==> src/rtl/bus_arbiter_if.sv <==
// Bus bundle for bus_arbiter.
// It carries both master request ports, the shared slave port, and the status outputs.
// The slave modport is the arbiter's view.
// The master modport is the surrounding system's view: the masters, the memory side and the monitors.
//
// Handshake: a master raises mN_cyc_i together with valid we/addr/data/sel.
// It keeps cyc_i high until it sees a one-cycle mN_ack_o or mN_err_o.
// The arbiter samples the request fields only in the cycle it grants that master.
// On the memory side, s_cyc_o stays high until the slave answers with s_ack_i for one cycle,
// or until the timeout ends the transaction.
interface bus_arbiter_if #(
  parameter int ADDR_W = 32,
  parameter int DATA_W = 32
) ();
  logic              m0_cyc_i;
  logic              m0_we_i;
  logic [ADDR_W-1:0] m0_addr_i;
  logic [DATA_W-1:0] m0_data_i;
  logic [3:0]        m0_sel_i;
  logic [DATA_W-1:0] m0_data_o;
  logic              m0_ack_o;
  logic              m0_err_o;

  logic              m1_cyc_i;
  logic              m1_we_i;
  logic [ADDR_W-1:0] m1_addr_i;
  logic [DATA_W-1:0] m1_data_i;
  logic [3:0]        m1_sel_i;
  logic [DATA_W-1:0] m1_data_o;
  logic              m1_ack_o;
  logic              m1_err_o;

  logic              s_cyc_o;
  logic              s_we_o;
  logic [ADDR_W-1:0] s_addr_o;
  logic [DATA_W-1:0] s_data_o;
  logic [3:0]        s_sel_o;
  logic [DATA_W-1:0] s_data_i;
  logic              s_ack_i;

  logic [1:0]        grant_o;
  logic              busy_o;
  // Debug view of the arbiter FSM state: 0 idle, 1 grant0, 2 grant1, 3 done.
  logic [1:0]        arb_state;

  modport slave (
    input  m0_cyc_i, m0_we_i, m0_addr_i, m0_data_i, m0_sel_i,
    input  m1_cyc_i, m1_we_i, m1_addr_i, m1_data_i, m1_sel_i,
    input  s_data_i, s_ack_i,
    output m0_data_o, m0_ack_o, m0_err_o,
    output m1_data_o, m1_ack_o, m1_err_o,
    output s_cyc_o, s_we_o, s_addr_o, s_data_o, s_sel_o,
    output grant_o, busy_o, arb_state
  );

  modport master (
    output m0_cyc_i, m0_we_i, m0_addr_i, m0_data_i, m0_sel_i,
    output m1_cyc_i, m1_we_i, m1_addr_i, m1_data_i, m1_sel_i,
    output s_data_i, s_ack_i,
    input  m0_data_o, m0_ack_o, m0_err_o,
    input  m1_data_o, m1_ack_o, m1_err_o,
    input  s_cyc_o, s_we_o, s_addr_o, s_data_o, s_sel_o,
    input  grant_o, busy_o, arb_state
  );
endinterface

==> src/rtl/bus_arbiter.sv <==
// Two-master, one-slave bus arbiter.
// Master 0 (data access) has fixed priority.
// A starvation guard hands the bus to master 1 (instruction fetch) after MAX_BURST consecutive
// master-0 grants taken while master 1 was waiting.
// Each transaction is latched at grant and completes through a one-cycle DONE state.
// A per-transaction timeout turns a silent slave into an error pulse.
module bus_arbiter #(
  parameter int ADDR_W    = 32,
  parameter int DATA_W    = 32,
  parameter int TIMEOUT   = 255,
  parameter int MAX_BURST = 4
) (
  input logic          clk,
  input logic          rst,
  bus_arbiter_if.slave bus
);

  localparam int              SW         = (MAX_BURST < 1) ? 1 : $clog2(MAX_BURST + 1);
  localparam logic [SW-1:0]   STARVE_MAX = SW'(MAX_BURST);
  localparam logic [15:0]     TO_LAST    = 16'(TIMEOUT - 1);

  typedef enum logic [1:0] {
    IDLE   = 2'd0,
    GRANT0 = 2'd1,
    GRANT1 = 2'd2,
    DONE   = 2'd3
  } state_t;

  state_t            state;
  logic [15:0]       to_cnt;
  logic [SW-1:0]     starve_cnt;

  logic              s_cyc;
  logic              s_we;
  logic [ADDR_W-1:0] s_addr;
  logic [DATA_W-1:0] s_data;
  logic [3:0]        s_sel;
  logic [DATA_W-1:0] m0_data;
  logic [DATA_W-1:0] m1_data;
  logic              m0_ack;
  logic              m1_ack;
  logic              m0_err;
  logic              m1_err;
  logic [1:0]        grant;
  logic              busy;

  logic              pick_m0;
  logic              pick_m1;

  // Master 0 wins unless master 1 is also waiting and has already been passed over MAX_BURST times.
  assign pick_m0 = bus.m0_cyc_i && !(bus.m1_cyc_i && (starve_cnt == STARVE_MAX));
  assign pick_m1 = bus.m1_cyc_i && !pick_m0;

  // Arbitration FSM. Every output is a register updated here.
  always_ff @(posedge clk or negedge rst) begin
    if (!rst) begin
      state      <= IDLE;
      to_cnt     <= '0;
      starve_cnt <= '0;
      s_cyc      <= 1'b0;
      s_we       <= 1'b0;
      s_addr     <= '0;
      s_data     <= '0;
      s_sel      <= '0;
      m0_data    <= '0;
      m1_data    <= '0;
      m0_ack     <= 1'b0;
      m1_ack     <= 1'b0;
      m0_err     <= 1'b0;
      m1_err     <= 1'b0;
      grant      <= 2'b00;
      busy       <= 1'b0;
    end else begin
      // Completion flags are single-cycle pulses.
      m0_ack <= 1'b0;
      m1_ack <= 1'b0;
      m0_err <= 1'b0;
      m1_err <= 1'b0;
      case (state)
        IDLE: begin
          to_cnt <= '0;
          if (pick_m0) begin
            state  <= GRANT0;
            s_cyc  <= 1'b1;
            s_we   <= bus.m0_we_i;
            s_addr <= bus.m0_addr_i;
            s_data <= bus.m0_data_i;
            s_sel  <= bus.m0_sel_i;
            grant  <= 2'b01;
            busy   <= 1'b1;
            if (bus.m1_cyc_i && (starve_cnt != STARVE_MAX)) begin
              starve_cnt <= starve_cnt + 1'b1;
            end
          end else if (pick_m1) begin
            state      <= GRANT1;
            s_cyc      <= 1'b1;
            s_we       <= bus.m1_we_i;
            s_addr     <= bus.m1_addr_i;
            s_data     <= bus.m1_data_i;
            s_sel      <= bus.m1_sel_i;
            grant      <= 2'b10;
            busy       <= 1'b1;
            starve_cnt <= '0;
          end
        end
        GRANT0, GRANT1: begin
          // A slave ack beats a timeout that expires in the same cycle.
          if (bus.s_ack_i) begin
            if (state == GRANT0) begin
              m0_data <= bus.s_data_i;
              m0_ack  <= 1'b1;
            end else begin
              m1_data <= bus.s_data_i;
              m1_ack  <= 1'b1;
            end
            s_cyc <= 1'b0;
            state <= DONE;
          end else if (to_cnt == TO_LAST) begin
            if (state == GRANT0) begin
              m0_data <= '0;
              m0_err  <= 1'b1;
            end else begin
              m1_data <= '0;
              m1_err  <= 1'b1;
            end
            s_cyc <= 1'b0;
            state <= DONE;
          end else begin
            to_cnt <= to_cnt + 16'd1;
          end
        end
        DONE: begin
          // The finishing master sees its pulse in this cycle.
          // Its cyc_i is not arbitrated until IDLE.
          state <= IDLE;
          grant <= 2'b00;
          busy  <= 1'b0;
        end
        default: state <= IDLE;
      endcase
    end
  end

  assign bus.s_cyc_o   = s_cyc;
  assign bus.s_we_o    = s_we;
  assign bus.s_addr_o  = s_addr;
  assign bus.s_data_o  = s_data;
  assign bus.s_sel_o   = s_sel;
  assign bus.m0_data_o = m0_data;
  assign bus.m1_data_o = m1_data;
  assign bus.m0_ack_o  = m0_ack;
  assign bus.m1_ack_o  = m1_ack;
  assign bus.m0_err_o  = m0_err;
  assign bus.m1_err_o  = m1_err;
  assign bus.grant_o   = grant;
  assign bus.busy_o    = busy;
  assign bus.arb_state = state;

endmodule

==> src/flat_wrapper.sv <==
// flat-port wrapper written by rule: the top's interface ports become plain ports
module bus_arbiter_flat 
#(
  parameter int ADDR_W    = 32,
  parameter int DATA_W    = 32,
  parameter int TIMEOUT   = 255,
  parameter int MAX_BURST = 4
)
  (clk, rst, bus_m0_cyc_i, bus_m0_we_i, bus_m0_addr_i, bus_m0_data_i, bus_m0_sel_i, bus_m1_cyc_i, bus_m1_we_i, bus_m1_addr_i, bus_m1_data_i, bus_m1_sel_i, bus_s_data_i, bus_s_ack_i, bus_m0_data_o, bus_m0_ack_o, bus_m0_err_o, bus_m1_data_o, bus_m1_ack_o, bus_m1_err_o, bus_s_cyc_o, bus_s_we_o, bus_s_addr_o, bus_s_data_o, bus_s_sel_o, bus_grant_o, bus_busy_o, bus_arb_state);
  bus_arbiter_if #(.ADDR_W(ADDR_W), .DATA_W(DATA_W)) bus_i ();
  input logic clk;
  input logic rst;
  input wire logic [$bits(bus_i.m0_cyc_i)-1:0] bus_m0_cyc_i;
  input wire logic [$bits(bus_i.m0_we_i)-1:0] bus_m0_we_i;
  input wire logic [$bits(bus_i.m0_addr_i)-1:0] bus_m0_addr_i;
  input wire logic [$bits(bus_i.m0_data_i)-1:0] bus_m0_data_i;
  input wire logic [$bits(bus_i.m0_sel_i)-1:0] bus_m0_sel_i;
  input wire logic [$bits(bus_i.m1_cyc_i)-1:0] bus_m1_cyc_i;
  input wire logic [$bits(bus_i.m1_we_i)-1:0] bus_m1_we_i;
  input wire logic [$bits(bus_i.m1_addr_i)-1:0] bus_m1_addr_i;
  input wire logic [$bits(bus_i.m1_data_i)-1:0] bus_m1_data_i;
  input wire logic [$bits(bus_i.m1_sel_i)-1:0] bus_m1_sel_i;
  input wire logic [$bits(bus_i.s_data_i)-1:0] bus_s_data_i;
  input wire logic [$bits(bus_i.s_ack_i)-1:0] bus_s_ack_i;
  output wire logic [$bits(bus_i.m0_data_o)-1:0] bus_m0_data_o;
  output wire logic [$bits(bus_i.m0_ack_o)-1:0] bus_m0_ack_o;
  output wire logic [$bits(bus_i.m0_err_o)-1:0] bus_m0_err_o;
  output wire logic [$bits(bus_i.m1_data_o)-1:0] bus_m1_data_o;
  output wire logic [$bits(bus_i.m1_ack_o)-1:0] bus_m1_ack_o;
  output wire logic [$bits(bus_i.m1_err_o)-1:0] bus_m1_err_o;
  output wire logic [$bits(bus_i.s_cyc_o)-1:0] bus_s_cyc_o;
  output wire logic [$bits(bus_i.s_we_o)-1:0] bus_s_we_o;
  output wire logic [$bits(bus_i.s_addr_o)-1:0] bus_s_addr_o;
  output wire logic [$bits(bus_i.s_data_o)-1:0] bus_s_data_o;
  output wire logic [$bits(bus_i.s_sel_o)-1:0] bus_s_sel_o;
  output wire logic [$bits(bus_i.grant_o)-1:0] bus_grant_o;
  output wire logic [$bits(bus_i.busy_o)-1:0] bus_busy_o;
  output wire logic [$bits(bus_i.arb_state)-1:0] bus_arb_state;
  assign bus_i.m0_cyc_i = bus_m0_cyc_i;
  assign bus_i.m0_we_i = bus_m0_we_i;
  assign bus_i.m0_addr_i = bus_m0_addr_i;
  assign bus_i.m0_data_i = bus_m0_data_i;
  assign bus_i.m0_sel_i = bus_m0_sel_i;
  assign bus_i.m1_cyc_i = bus_m1_cyc_i;
  assign bus_i.m1_we_i = bus_m1_we_i;
  assign bus_i.m1_addr_i = bus_m1_addr_i;
  assign bus_i.m1_data_i = bus_m1_data_i;
  assign bus_i.m1_sel_i = bus_m1_sel_i;
  assign bus_i.s_data_i = bus_s_data_i;
  assign bus_i.s_ack_i = bus_s_ack_i;
  assign bus_m0_data_o = bus_i.m0_data_o;
  assign bus_m0_ack_o = bus_i.m0_ack_o;
  assign bus_m0_err_o = bus_i.m0_err_o;
  assign bus_m1_data_o = bus_i.m1_data_o;
  assign bus_m1_ack_o = bus_i.m1_ack_o;
  assign bus_m1_err_o = bus_i.m1_err_o;
  assign bus_s_cyc_o = bus_i.s_cyc_o;
  assign bus_s_we_o = bus_i.s_we_o;
  assign bus_s_addr_o = bus_i.s_addr_o;
  assign bus_s_data_o = bus_i.s_data_o;
  assign bus_s_sel_o = bus_i.s_sel_o;
  assign bus_grant_o = bus_i.grant_o;
  assign bus_busy_o = bus_i.busy_o;
  assign bus_arb_state = bus_i.arb_state;
  bus_arbiter #(.ADDR_W(ADDR_W), .DATA_W(DATA_W), .TIMEOUT(TIMEOUT), .MAX_BURST(MAX_BURST)) u_core (.clk(clk), .rst(rst), .bus(bus_i));
endmodule
==> config.mk <==
export PLATFORM = sky130hd
export DESIGN_NAME = bus_arbiter_flat
export DESIGN_NICKNAME = d
export VERILOG_FILES = /design/src/rtl/bus_arbiter_if.sv /design/src/rtl/bus_arbiter.sv /design/src/flat_wrapper.sv
export SDC_FILE = /design/constraint.sdc
export NUM_CORES = 1
export LEC_CHECK = 0
export CORE_ASPECT_RATIO = 0.7
export CORE_MARGIN = 2
export CORE_UTILIZATION = 38
export DETAILED_ROUTE_END_ITERATION = 8
export GPL_TIMING_DRIVEN = 0
export PLACE_DENSITY = 0.77
export SYNTH_ARGS = -nofsm -noshare
export SYNTH_HDL_FRONTEND = slang
export SYNTH_SLANG_ARGS = --single-unit
export TNS_END_PERCENT = 50
==> constraint.sdc <==
create_clock -name clk -period 1.8 [get_ports clk]
set_input_delay 0.36 -clock clk [delete_from_list [all_inputs] [get_ports clk]]
set_output_delay 0.36 -clock clk [all_outputs]
set_load 0.1 [all_outputs]
# Word level (Yosys, flattened, before mapping)
# Index checks and enable logic that the tools add are counted.
# word_totals
register_bits	162
in_bits	175
out_inout_bits	143
# classes
add_sub_neg	2
n_eq_ne	11
mux	46
bitwise_logic	1
reduce_logical	20
# op_table
operator	n
32-bit two-way mux	12
16-bit two-way mux	2
16-bit case mux with 2 select lines	1
1-bit two-way mux	18
16-bit by 1-bit adder with 16-bit output, second input constant	1
16-bit by 8-bit equality test with 1-bit output, second input constant	1
3-bit AND reduction	5
3-bit two-way mux	3
2-bit two-way mux	4
4-bit two-way mux	2
2-bit nonzero test	4
2-bit inequality test, second input constant	3
2-bit case mux with 3 select lines	1
2-bit AND reduction	3
2-bit equality test, second input constant	2
1-bit logical AND	4
1-bit case mux with 2 select lines	2
2-bit case mux with 2 select lines	1
3-bit by 1-bit adder with 3-bit output, second input constant	1
3-bit equality test, second input constant	1
3-bit by 1-bit inequality test with 1-bit output, second input constant	1
3-bit by 2-bit inequality test with 1-bit output, second input constant	1
3-bit inequality test, second input constant	1
2-bit by 1-bit equality test with 1-bit output, second input constant	1
other kinds (4)	5

# Longest topological paths before layout
# logic_depth
word_depth	9
ltp_mapped	8
mapped_depth_nobuf	6

# Worst setup path after synthesis
# OpenSTA, ideal clock, no wires.
# synth_timing
kind	register to register
from	reg u_core.state[1] (netlist: u_core.bus.arb_state[1])
to	reg u_core.state[1] (netlist: u_core.bus.arb_state[1])
arrival_time_ns	2.415
path_slack_ns	-0.741
path_stages_with_launch	7
period_less_slack_ns	2.541
cell_sequence	dfrtp_1 inv_1 ha_1 buf_2 clkbuf_1 nand3_1 a221o_1
# synth_via
elab_chain_cells	4
# synth_lines
item	line_no	rtl
start: declaration	bus_arbiter.sv:29	state_t state;
start signal: assignment	bus_arbiter.sv:57	state <= IDLE;
start signal: assignment	bus_arbiter.sv:83	state <= GRANT0;
start signal: assignment	bus_arbiter.sv:95	state <= GRANT1;
2-bit by 1-bit equality test with 1-bit output or 2-bit equality test (tied branches)	bus_arbiter.sv:79	case (state)
2-bit OR reduction	bus_arbiter.sv:79	
3-bit by 2-bit inequality test with 1-bit output (no source line)	-	
2-bit AND reduction (no source line)	-	
# Several ways; a longest one is shown, not always the timed one.
# A chain may end at the register's enable or synchronous reset.

# Worst setup path in the final report
# layout_timing
from	reg u_core.to_cnt[0]
to	reg u_core.m0_data[1] (netlist: u_core.bus.m0_data_o[1])
# layout_via
elab_chain_cells	3
# layout_lines
item	line_no	rtl
start: declaration	bus_arbiter.sv:30	logic [15:0] to_cnt;
start signal: assignment	bus_arbiter.sv:129	to_cnt <= to_cnt + 16'd1;
16-bit by 8-bit equality test with 1-bit output	bus_arbiter.sv:118	end else if (to_cnt == TO_LAST) begin
2-bit nonzero test (no source line)	-	
3-bit AND reduction (no source line)	-	
end signal: assignment	bus_arbiter.sv:110	m0_data <= bus.s_data_i;
end: declaration	bus_arbiter.sv:38	logic [DATA_W-1:0] m0_data;
# Every way passes these cells.

==> metrics.json <==
{
  "worst_setup_path": {
    "worst_path_max_delay_cell": "sky130_fd_sc_hd__dfrtp_2",
    "timing.setup.critical_path_class": "reg -> reg",
    "data_arrival_time_at_the_worst_slack_endpoint_ns": 2.15,
    "worstPathBufferInverterCount": 2,
    "timing.critical_path.cells": "inv_2 > ha_4 > nor3b_4 > and4_4 > o211ai_4 > buf_6 > a22o_1",
    "crit_path_end_kind": "flip-flop",
    "crit_path_max_fanout": 10,
    "timing.critical_path.max_delay_family": "simple AND/OR/NAND/NOR gates",
    "max_stage_delay_ns": 0.44,
    "critPathRequiredTime_ns": 2.11,
    "cp-start-kind": "flip-flop"
  },
  "sta": {
    "rsz0062_at_grt": "yes",
    "timing.final.setup_violations": 28,
    "timing.final.max_slew_violations": 0,
    "holdWs_ns": 0.4236,
    "fin_worst_skew_ns": 0.01125,
    "tightestPinTransition_ns": 0.5917,
    "maxClockFrequency_mhz": 544.0,
    "fin_crit_ns": 1.838,
    "maxSlewHeadroom_pct": 60.74,
    "timing.final.crit_share_pct": 102.1,
    "hold_viol_final": 0,
    "fin_ws_ns": -0.03816
  },
  "finish": {
    "fin_area_sq_um": 11850,
    "drive_above_1_share_pct": 26.29,
    "num-fill-cells": 1523,
    "nets": 1174,
    "flow.area_growth_from_synthesis_pct": 64.50,
    "diodes": 0
  },
  "routing": {
    "routed_wire_length_per_instance_um": 19.34,
    "postRouteWirelength_mm": 24.10,
    "firstDrtPassIters": 5,
    "ant_nets": 0,
    "vias": 6599,
    "highest-signal-layer": "met4",
    "drt-vias-per-instance": 5.296,
    "met3_wirelength_from_detailed_routing_mm": 1.753,
    "drc_errors": 0,
    "m1WireLength_mm": 10.45,
    "detail_route.iter0.violations": 514,
    "detailroute.wirelength.met2_mm": 11.53
  },
  "logic_synthesis": {
    "mappedNetlistNets": 828,
    "syn-instance-count": 645,
    "total_of_flip_flops_plus_latches_after_synthesis": 162,
    "synthesis.area_sq_um": 7204,
    "synthDistinctLibCells": 50,
    "post_synth_main_area_contributors": "sky130_fd_sc_hd__dfrtp_1 56%, sky130_fd_sc_hd__mux2i_1 9.6%, sky130_fd_sc_hd__a22o_1 7.8%",
    "dominantRegCellSynth": "sky130_fd_sc_hd__dfrtp_1",
    "synth_async_sr_flop_share_pct": 100.0,
    "synth_enable_flop_cells": 0,
    "ys.warnings.count": 0,
    "syn_avg_cell_area_sq_um": 11.17,
    "synth_largest_area_cell": "sky130_fd_sc_hd__dfrtp_1",
    "seq_area_frac_synth_pct": 56.27,
    "synth_top_area_share_pct": 56.27,
    "synth_top_cells_by_count": "162 x sky130_fd_sc_hd__dfrtp_1, 101 x sky130_fd_sc_hd__nand2_1, 74 x sky130_fd_sc_hd__o21ai_0, 69 x sky130_fd_sc_hd__mux2i_1, 64 x sky130_fd_sc_hd__a22o_1",
    "most_frequent_cell_after_synthesis": "sky130_fd_sc_hd__dfrtp_1"
  },
  "clock_network": {
    "clk_latency_ns": 0.43,
    "cts_max_level": 4,
    "cts.reportedPaths.clkPinSlew_ns": 0.07,
    "cts_buffers": 17,
    "cts.sink_count": 162,
    "clockRootBuffer": "sky130_fd_sc_hd__clkbuf_16",
    "clockBufferDepth": 2,
    "cts_tree": "yes"
  },
  "global_routing": {
    "largest_net_degree_at_the_start_of_global_routing": 106,
    "grt.total_usage_pct": 23.55,
    "number_of_global_route_vias_before_repair": 6597,
    "grt_first_pass_wirelength_mm": 36.84,
    "grt-ovfl-total": 0,
    "initial_antenna_violation_count": 0
  },
  "die": {
    "die_y_um": 119.2,
    "rows": 42,
    "initial_core_util_pct": 38.40,
    "floorplan.die.width_um": 168.6,
    "design.die.area_sq_um": 20090,
    "num_io_pins": 318,
    "core-area_sq_um": 18760
  },
  "placement": {
    "io_buffers": 316,
    "dpl.hpwl_mm": 17.38,
    "dpl-instance-area_sq_um": 10760,
    "routabilityCongestion": 0.8714
  },
  "run_status": {
    "violations_in_the_final_reports": "negative setup slack",
    "status": "finished, violations left"
  },
  "run": {
    "maxCapViolCount": 0
  },
  "hold_path": {
    "hold_path_class": "in -> async"
  }
}
worst reg2reg max path, delay by kind of cell (launching register included):
kind | cells | cell delay (ns)
AO/OA/AOI/OAI | 2 | 0.39
adder cells (fa/ha/maj) | 1 | 0.12
buffers and inverters | 2 | 0.26
flip-flops | 1 | 0.44
AND/OR/NAND/NOR | 2 | 0.52
registers in the layout, summed over array words and instances, names as in the netlist, 2 cells and up:
| register | count |
|---|---|
| u_core.bus.arb_state | 2 |
| u_core.bus.grant_o | 2 |
| u_core.bus.m0_data_o | 32 |
| u_core.bus.m1_data_o | 32 |
| u_core.bus.s_addr_o | 32 |
| u_core.bus.s_data_o | 32 |
| u_core.bus.s_sel_o | 4 |
| u_core.starve_cnt | 3 |
| u_core.to_cnt | 16 |
cells by family after synthesis:
| group | after synthesis | share of synthesized area, % |
|---|---|---|
| compound gates | 180 | 17.78 |
| simple gates | 170 | 11.36 |
| buf+inv | 56 | 3.612 |
| fa+ha+maj | 8 | 1.389 |
| flops | 162 | 56.27 |
| mux | 69 | 9.587 |
per-layer routing:
metal | track usage [%] | vias to the layer above
met4 | 5.819 | 0
met2 | 38.53 | 240
met5 | 0 | -
met3 | 7.411 | 30
li1 | - | 3050
met1 | 30.57 | 3279
through the flow:
| step | TNS, ns | util (%) | instances | setup WS [ns] |
|---|---|---|---|---|
| finish | -0.3178 | 63.17 | 1246 | -0.03816 |
| global route | -2.994 | 63.17 | 1246 | -0.1263 |
| CTS | -3.073 | 61.90 | 1237 | -0.1086 |
| detailed placement | -50.32 | 57.34 | 1204 | -0.6896 |
| global placement | -1073.99 | 57.16 | 1203 | -7.491 |
| floorplan | -0.008420 | - | 645 | -0.008420 |
final timing paths:
path	startpoint	end	slack, ns	cells after the start
max in group asynchronous	rst	u_core.bus.s_data_o[19]$_DFFE_PN0P_	0.49	3
worst max register to register	u_core.to_cnt[0]$_DFFE_PN0P_	u_core.bus.m0_data_o[1]$_DFFE_PN0P_	-0.04	7
worst max-delay path	u_core.to_cnt[0]$_DFFE_PN0P_	u_core.bus.m0_data_o[1]$_DFFE_PN0P_	-0.04	7
min in group clk	u_core.bus.s_data_o[7]$_DFFE_PN0P_	u_core.bus.s_data_o[7]$_DFFE_PN0P_	0.48	2
worst min register to register	u_core.bus.s_data_o[7]$_DFFE_PN0P_	u_core.bus.s_data_o[7]$_DFFE_PN0P_	0.48	2
worst min-delay path	rst	u_core.to_cnt[3]$_DFFE_PN0P_	0.42	2
final cells by class:
cell class	count	area [sq um]	share of cell area, %
repair buffers	329	3458	29.18
flip-flops and latches	162	4069	34.33
multi-input cells	427	3050	25.74
inverters	6	27.53	0.2323
plain buffers	48	356.6	3.009
well taps	242	302.8	2.555
clock buffers	17	425.4	3.590
clock inverters	15	161.4	1.362
cells in the final DEF, fill, tap and decap left out, drive strengths merged, types with 3 or more instances in the layout:
cell type	n
a211oi	4
a221o	4
a22o	64
a31oi	5
and2	3
and3	3
and4	4
buf	40
clkbuf	40
clkdlybuf4s15	141
clkdlybuf4s50	172
clkinv	4
dfrtp	162
ha	8
inv	15
mux2i	69
nand2	101
nand2b	4
nand3	10
nand4	7
nand4b	3
nor2	14
nor2b	4
nor3	8
nor4	3
o211ai	5
o21ai	76
o311ai	6
repair_timing:
item,CTS,global route
gates cloned,0,1
resized for setup,464,57
endpoints found under the hold margin,57,0
setup endpoints to repair,293,121
hold buffers,1,0
pin swaps,3,6
setup buffers,0,10
Power is not shown: default switching activity piles up to over one toggle a cycle in this logic, so the estimate is an artifact.
